### src/rtl/imm_gen_pipe.sv
// RISC-V immediate generator behind a two-entry skid buffer.
// Decodes an instruction into a sign-extended immediate and a format tag,
// registers it and hands it downstream over a valid/ready handshake.
// in_ready is a flop, so out_ready never reaches the upstream side
// through logic. Illegal results handed downstream are counted with
// saturation.
// XLEN is meant to be 32 or 64 only.
module imm_gen_pipe #(
  parameter int XLEN  = 32,
  parameter int CNT_W = 16
) (
  input  logic             clk,
  input  logic             rst_n,
  input  logic             flush,
  input  logic             in_valid,
  output logic             in_ready,
  input  logic [31:0]      in_inst,
  input  logic [XLEN-1:0]  in_pc,
  output logic             out_valid,
  input  logic             out_ready,
  output logic [XLEN-1:0]  out_imm,
  output logic [2:0]       out_fmt,
  output logic             out_illegal,
  output logic [XLEN-1:0]  out_pc,
  output logic [CNT_W-1:0] ill_cnt
);

  typedef enum logic [2:0] {
    FmtR   = 3'd0,
    FmtI   = 3'd1,
    FmtS   = 3'd2,
    FmtB   = 3'd3,
    FmtU   = 3'd4,
    FmtJ   = 3'd5,
    FmtIll = 3'd7
  } fmt_e;

  // The W-suffixed opcodes (addiw, addw, ...) only exist on RV64.
  localparam bit Rv64 = (XLEN == 64);

  logic [6:0]      opcode;
  logic [XLEN-1:0] decImm;
  fmt_e            decFmt;
  logic            decIll;

  logic            mainValid_q, mainValid_d;
  logic [XLEN-1:0] mainImm_q, mainImm_d;
  fmt_e            mainFmt_q, mainFmt_d;
  logic            mainIll_q, mainIll_d;
  logic [XLEN-1:0] mainPc_q, mainPc_d;

  logic            skidValid_q, skidValid_d;
  logic [XLEN-1:0] skidImm_q, skidImm_d;
  fmt_e            skidFmt_q, skidFmt_d;
  logic            skidIll_q, skidIll_d;
  logic [XLEN-1:0] skidPc_q, skidPc_d;

  logic             inReady_q, inReady_d;
  logic [CNT_W-1:0] illCnt_q, illCnt_d;

  logic outFire;
  logic inFire;

  // Decode the incoming instruction: fill with inst[31], then overlay the format's low bits
  always_comb begin
    opcode = in_inst[6:0];
    decImm = '0;
    decFmt = FmtIll;
    decIll = 1'b1;
    if (in_inst[1:0] == 2'b11) begin
      if (opcode == 7'b0000011 || opcode == 7'b0010011 || opcode == 7'b1100111 ||
          (Rv64 && opcode == 7'b0011011)) begin
        decImm        = {XLEN{in_inst[31]}};
        decImm[11:0]  = in_inst[31:20];
        decFmt        = FmtI;
        decIll        = 1'b0;
      end else if (opcode == 7'b0100011) begin
        decImm        = {XLEN{in_inst[31]}};
        decImm[11:0]  = {in_inst[31:25], in_inst[11:7]};
        decFmt        = FmtS;
        decIll        = 1'b0;
      end else if (opcode == 7'b1100011) begin
        decImm        = {XLEN{in_inst[31]}};
        decImm[12:0]  = {in_inst[31], in_inst[7], in_inst[30:25], in_inst[11:8], 1'b0};
        decFmt        = FmtB;
        decIll        = 1'b0;
      end else if (opcode == 7'b0110111 || opcode == 7'b0010111) begin
        decImm        = {XLEN{in_inst[31]}};
        decImm[31:0]  = {in_inst[31:12], 12'b0};
        decFmt        = FmtU;
        decIll        = 1'b0;
      end else if (opcode == 7'b1101111) begin
        decImm        = {XLEN{in_inst[31]}};
        decImm[20:0]  = {in_inst[31], in_inst[19:12], in_inst[20], in_inst[30:21], 1'b0};
        decFmt        = FmtJ;
        decIll        = 1'b0;
      end else if (opcode == 7'b0110011 || (Rv64 && opcode == 7'b0111011)) begin
        decImm        = '0;
        decFmt        = FmtR;
        decIll        = 1'b0;
      end
    end
  end

  assign outFire = mainValid_q && out_ready;
  assign inFire  = in_valid && inReady_q;

  // Buffer control: flush wins, then a skid entry refills main, else new input goes to main or skid
  always_comb begin
    mainValid_d = mainValid_q;
    mainImm_d   = mainImm_q;
    mainFmt_d   = mainFmt_q;
    mainIll_d   = mainIll_q;
    mainPc_d    = mainPc_q;
    skidValid_d = skidValid_q;
    skidImm_d   = skidImm_q;
    skidFmt_d   = skidFmt_q;
    skidIll_d   = skidIll_q;
    skidPc_d    = skidPc_q;
    illCnt_d    = illCnt_q;

    if (flush) begin
      mainValid_d = 1'b0;
      skidValid_d = 1'b0;
    end else if (skidValid_q) begin
      if (outFire) begin
        mainValid_d = 1'b1;
        mainImm_d   = skidImm_q;
        mainFmt_d   = skidFmt_q;
        mainIll_d   = skidIll_q;
        mainPc_d    = skidPc_q;
        skidValid_d = 1'b0;
      end
    end else if (inFire) begin
      if (!mainValid_q || outFire) begin
        mainValid_d = 1'b1;
        mainImm_d   = decImm;
        mainFmt_d   = decFmt;
        mainIll_d   = decIll;
        mainPc_d    = in_pc;
      end else begin
        skidValid_d = 1'b1;
        skidImm_d   = decImm;
        skidFmt_d   = decFmt;
        skidIll_d   = decIll;
        skidPc_d    = in_pc;
      end
    end else if (outFire) begin
      mainValid_d = 1'b0;
    end

    if (!flush && outFire && mainIll_q && (illCnt_q != {CNT_W{1'b1}})) begin
      illCnt_d = illCnt_q + CNT_W'(1);
    end

    inReady_d = !skidValid_d;
  end

  // State registers; ready stays low during reset and rises on the first edge after it
  always_ff @(posedge clk or negedge rst_n) begin
    if (!rst_n) begin
      mainValid_q <= 1'b0;
      mainImm_q   <= '0;
      mainFmt_q   <= FmtR;
      mainIll_q   <= 1'b0;
      mainPc_q    <= '0;
      skidValid_q <= 1'b0;
      skidImm_q   <= '0;
      skidFmt_q   <= FmtR;
      skidIll_q   <= 1'b0;
      skidPc_q    <= '0;
      inReady_q   <= 1'b0;
      illCnt_q    <= '0;
    end else begin
      mainValid_q <= mainValid_d;
      mainImm_q   <= mainImm_d;
      mainFmt_q   <= mainFmt_d;
      mainIll_q   <= mainIll_d;
      mainPc_q    <= mainPc_d;
      skidValid_q <= skidValid_d;
      skidImm_q   <= skidImm_d;
      skidFmt_q   <= skidFmt_d;
      skidIll_q   <= skidIll_d;
      skidPc_q    <= skidPc_d;
      inReady_q   <= inReady_d;
      illCnt_q    <= illCnt_d;
    end
  end

  assign in_ready    = inReady_q;
  assign out_valid   = mainValid_q;
  assign out_imm     = mainImm_q;
  assign out_fmt     = mainFmt_q;
  assign out_illegal = mainIll_q;
  assign out_pc      = mainPc_q;
  assign ill_cnt     = illCnt_q;

endmodule

### config.mk
export PLATFORM = sky130hd
export DESIGN_NAME = imm_gen_pipe
export DESIGN_NICKNAME = d
export VERILOG_FILES = /design/src/rtl/imm_gen_pipe.sv
export SDC_FILE = /design/constraint.sdc
export NUM_CORES = 1
export LEC_CHECK = 0
export BUFFER_PORTS_ARGS = -buffer_cell sky130_fd_sc_hd__buf_2
export CAP_MARGIN = 20
export CORE_ASPECT_RATIO = 1.25
export CORE_MARGIN = 2
export CORE_UTILIZATION = 35
export CTS_BUF_LIST = sky130_fd_sc_hd__clkbuf_4
export DETAILED_ROUTE_END_ITERATION = 16
export GPL_TIMING_DRIVEN = 0
export MAX_ROUTING_LAYER = met4
export SETUP_SLACK_MARGIN = 0.02
export SLEW_MARGIN = 20
export SYNTH_ARGS = -nofsm -noshare
export SYNTH_HDL_FRONTEND = slang
export SYNTH_SLANG_ARGS = --single-unit
export TNS_END_PERCENT = 20
### constraint.sdc
create_clock -name clk -period 3.7 [get_ports clk]
set_input_delay 1.11 -clock clk [delete_from_list [all_inputs] [get_ports clk]]
set_output_delay 1.11 -clock clk [all_outputs]
set_load 0.02 [all_outputs]
==> impl_metrics.json <==
{
  "clk_latency_ns": 0.56,
  "path_max_fanout": 10,
  "power.leakage_nw": 4.01,
  "p_comb_share_pct": 20.4,
  "synthCells": 709,
  "fp-row-count": 57,
  "routed_via_density": 4.98,
  "ios": 155,
  "rrSetupSlack_ns": 1.42,
  "power.density_nw_per_um2": 523,
  "fp.dieH_microns": 161,
  "crit_type": "in2reg",
  "fmax_ghz": 0.401,
  "routed_wl_microns": 19500,
  "synth.area.mux_share_pct": 4.98,
  "cp-end-kind": "flop",
  "yosys_warnings": 0,
  "outcome": "finished clean",
  "finalCritPeriodShare_pct": 67.4,
  "async_reset_ff_share_pct": 100,
  "drive_gt1_share_pct": 24.0,
  "placed_area_sq_um": 8000,
  "synth_xor_area_share_pct": 1.79,
  "area_growth_pct": 22.2,
  "dpl.cell_count": 1128,
  "synth_top_family_by_area": "simple AND/OR/NAND/NOR gates",
  "first_iter_violations": 418,
  "fillerInstances": 1910,
  "cts_tree": "done",
  "holdBufCountCts": 0,
  "root_buffer": "clkbuf_4",
  "final_core_util_pct": 43.4,
  "r2r-end": "out_imm[30]$_DFFE_PN0P_",
  "post-route-drc-count": 0,
  "design_area_sq_um": 8380,
  "p_total_mw": 4.39,
  "regArea_sq_um": 3880,
  "p_int_mw": 3.00,
  "firstDrtPassIters": 5,
  "pwr-share-clk_pct": 30.5,
  "grt_pass1_vias": 5559,
  "cts_sinks": 155,
  "swShare_pct": 31.6,
  "r2r_start": "skidValid_q$_DFF_PN0_",
  "grt.overflow.total": 0,
  "synth-seq-cells": 155,
  "track_usage_pct": 19.7,
  "numCtsBuffers": 17,
  "grt_pass1_wl_microns": 30600,
  "dpl.hpwl_microns": 13800,
  "gp_congestion": 0.897,
  "min_to": "skidPc_q[23]$_DFFE_PN0P_",
  "slew_headroom_pct": 37.1,
  "peakVddDrop_mv": 0.213,
  "synth_compound_area_share_pct": 15.5,
  "synthAdderAreaFrac_pct": 0.182,
  "ant_nets": 0,
  "p_switching_mw": 1.39,
  "synthFlopType": "dfrtp_1",
  "rsz0062_at_grt": "false",
  "period_minus_slack_ns": 2.49,
  "setup-violations-final": 0,
  "antenna_found_initial": 3,
  "cts.clk_slew.worst_paths_ns": 0.12,
  "maxCapViolCount": 0,
  "synth-edff-count": 0,
  "required_ns": 4.18,
  "worstHoldStart": "skidPc_q[23]$_DFFE_PN0P_",
  "multiInputGateArea_sq_um": 2780,
  "htreeDepth": 4,
  "seqPwrFrac_pct": 49.1,
  "cp-start-kind": "input port",
  "grt_max_degree": 88,
  "die_w_microns": 129,
  "cts-resized-gates": 0,
  "arrival_ns": 2.97,
  "placement.io_buffers": 153,
  "post_cts_buffers": 0,
  "core_region_area_sq_um": 19300,
  "hold_viol": 0,
  "worst_pin_slew_ns": 0.938,
  "synth_nets": 779,
  "ys_types": 55,
  "r2r_cells": 6,
  "die_area_sq_um": 20700,
  "via_count": 5793,
  "setup-tns-final_ns": 0,
  "skew_ns": 0.0229,
  "yosys.area_share.simple_pct": 18.2,
  "synth.avg_cell_area_sq_um": 9.68,
  "initial_utilization_pct": 35.5,
  "min_path_cells": 2,
  "stdcell_count": 1163,
  "slew_viol_final": 0,
  "hold_class": "reg2reg",
  "yosysSeqAreaShare_pct": 56.5,
  "cts_buffer_depth": 2,
  "wl_per_cell_microns": 16.7,
  "netlist_area_sq_um": 6860,
  "nets": 952
}
critical path, cell delays in order:
cell	delay (ns)
buf_2	0.12
inv_1	0.14
nand2_1	0.10
nor3_2	0.72
clkbuf_1	0.54
nand3_1	0.15
nand2_1	0.09
sequential cells by signal, summed over array words and instances (netlist names), 3 cells and up:
| name | cells |
|---|---|
| out_pc | 32 |
| out_fmt | 3 |
| skidImm_q | 32 |
| skidFmt_q | 3 |
| out_imm | 32 |
| skidPc_q | 32 |
| ill_cnt | 16 |
Yosys cell counts, types with 2 or more instances:
master	count	area share (%)
a22o_1	6	0.77
a21oi_1	56	4.1
or2_2	3	0.27
or3_1	11	1.0
nor3_1	3	0.22
xnor2_1	6	0.77
mux2i_1	33	4.8
and4_1	2	0.26
dfrtp_1	155	57
o21ai_0	74	5.4
xor2_1	8	1.0
a221oi_1	2	0.26
buf_2	11	0.80
buf_1	6	0.33
clkbuf_1	23	1.3
a22oi_1	4	0.44
and2_1	5	0.46
o21bai_1	2	0.22
nor3_2	2	0.29
and3_1	5	0.46
nor2_1	52	2.8
a221oi_2	4	0.88
nand4_1	7	0.64
nand3_1	11	0.80
a211o_1	2	0.26
nand4b_1	2	0.26
o22ai_1	12	1.1
o21ai_1	6	0.44
inv_1	4	0.22
nor4_1	2	0.18
o21a_1	2	0.22
nand2_1	165	9.0
cell usage in the layout, fill, tap and decap left out, drive strengths merged, types with 2 or more instances in the layout:
| cell type | instances |
|---|---|
| a211o | 2 |
| a21oi | 56 |
| a221oi | 7 |
| a22o | 6 |
| a22oi | 4 |
| and2 | 5 |
| and3 | 5 |
| and4 | 2 |
| buf | 173 |
| bufinv | 6 |
| clkbuf | 42 |
| clkinv | 3 |
| clkinvlp | 2 |
| dfrtp | 155 |
| diode | 3 |
| inv | 6 |
| mux2i | 33 |
| nand2 | 166 |
| nand3 | 11 |
| nand4 | 7 |
| nand4b | 2 |
| nor2 | 53 |
| nor3 | 6 |
| nor4 | 2 |
| o21a | 2 |
| o21ai | 80 |
| o21bai | 2 |
| o22ai | 12 |
| o31ai | 2 |
| or2 | 3 |
| or3 | 11 |
| xnor2 | 6 |
| xor2 | 8 |
how the worst max path moves through the flow:
stage                                      to  cells past startpoint       from  slack, ns
global placement       ill_cnt[7]$_DFFE_PN0P_                      1      rst_n      -0.99
floorplan            skidFmt_q[0]$_DFFE_PN0P_                      7      flush       1.34
CTS                  skidFmt_q[0]$_DFFE_PN0P_                      7  out_ready       1.25
detailed placement  skidImm_q[30]$_DFFE_PN0P_                      7  out_ready       0.64
finish               skidFmt_q[0]$_DFFE_PN0P_                      7  out_ready       1.21
global route         skidFmt_q[0]$_DFFE_PN0P_                      7  out_ready       1.12
cell families (layout without fill, tap and decap cells):
logic type                 after synthesis  after routing
and+or+nand+nor                        280            280
AOI/OAI and AO/OA                      179            179
DFF                                    155            155
buffers and inverters                   46            232
muxes                                   34             34
xor gates and xnor gates                14             14
adders and majority gates                1              1
other                                    0              3
cell type report:
| cell class | count | share of cell area (%) |
|---|---|---|
| Sequential cell | 155 | 46.3 |
| Timing Repair Buffer | 154 | 9.58 |
| Antenna cell | 3 | 0.0895 |
| Tap cell | 265 | 3.95 |
| Inverter | 4 | 0.179 |
| Clock buffer | 19 | 1.70 |
| Buffer | 42 | 2.18 |
| Multi-Input combinational cell | 508 | 33.2 |
| Clock inverter | 13 | 2.85 |
metal layers:
layer | wire length, microns | global-route usage [%]
met1 | 8410 | 25.0
met2 | 9670 | 31.0
met3 | 973 | 4.50
met4 | 419 | 6.92
met5 | 0 | -
through the flow:
step                hold WS (ns)  setup slack (ns)
floorplan                  0.442              1.34
global placement           0.454            -0.987
detailed placement         0.462             0.638
CTS                        0.470              1.25
global route               0.491              1.12
finish                     0.486              1.21
power by group through the flow:
stage	clock network, mW	registers, mW	logic, mW
2_1_floorplan	0	2.37	0.346
3_3_place_gp	0	2.18	0.889
3_5_place_dp	0	2.19	0.905
5_1_grt	1.45	2.19	0.995
6_report	1.34	2.16	0.894
4_1_cts	1.38	2.16	0.909
No activity file was read; power rests on OpenSTA's default activity.
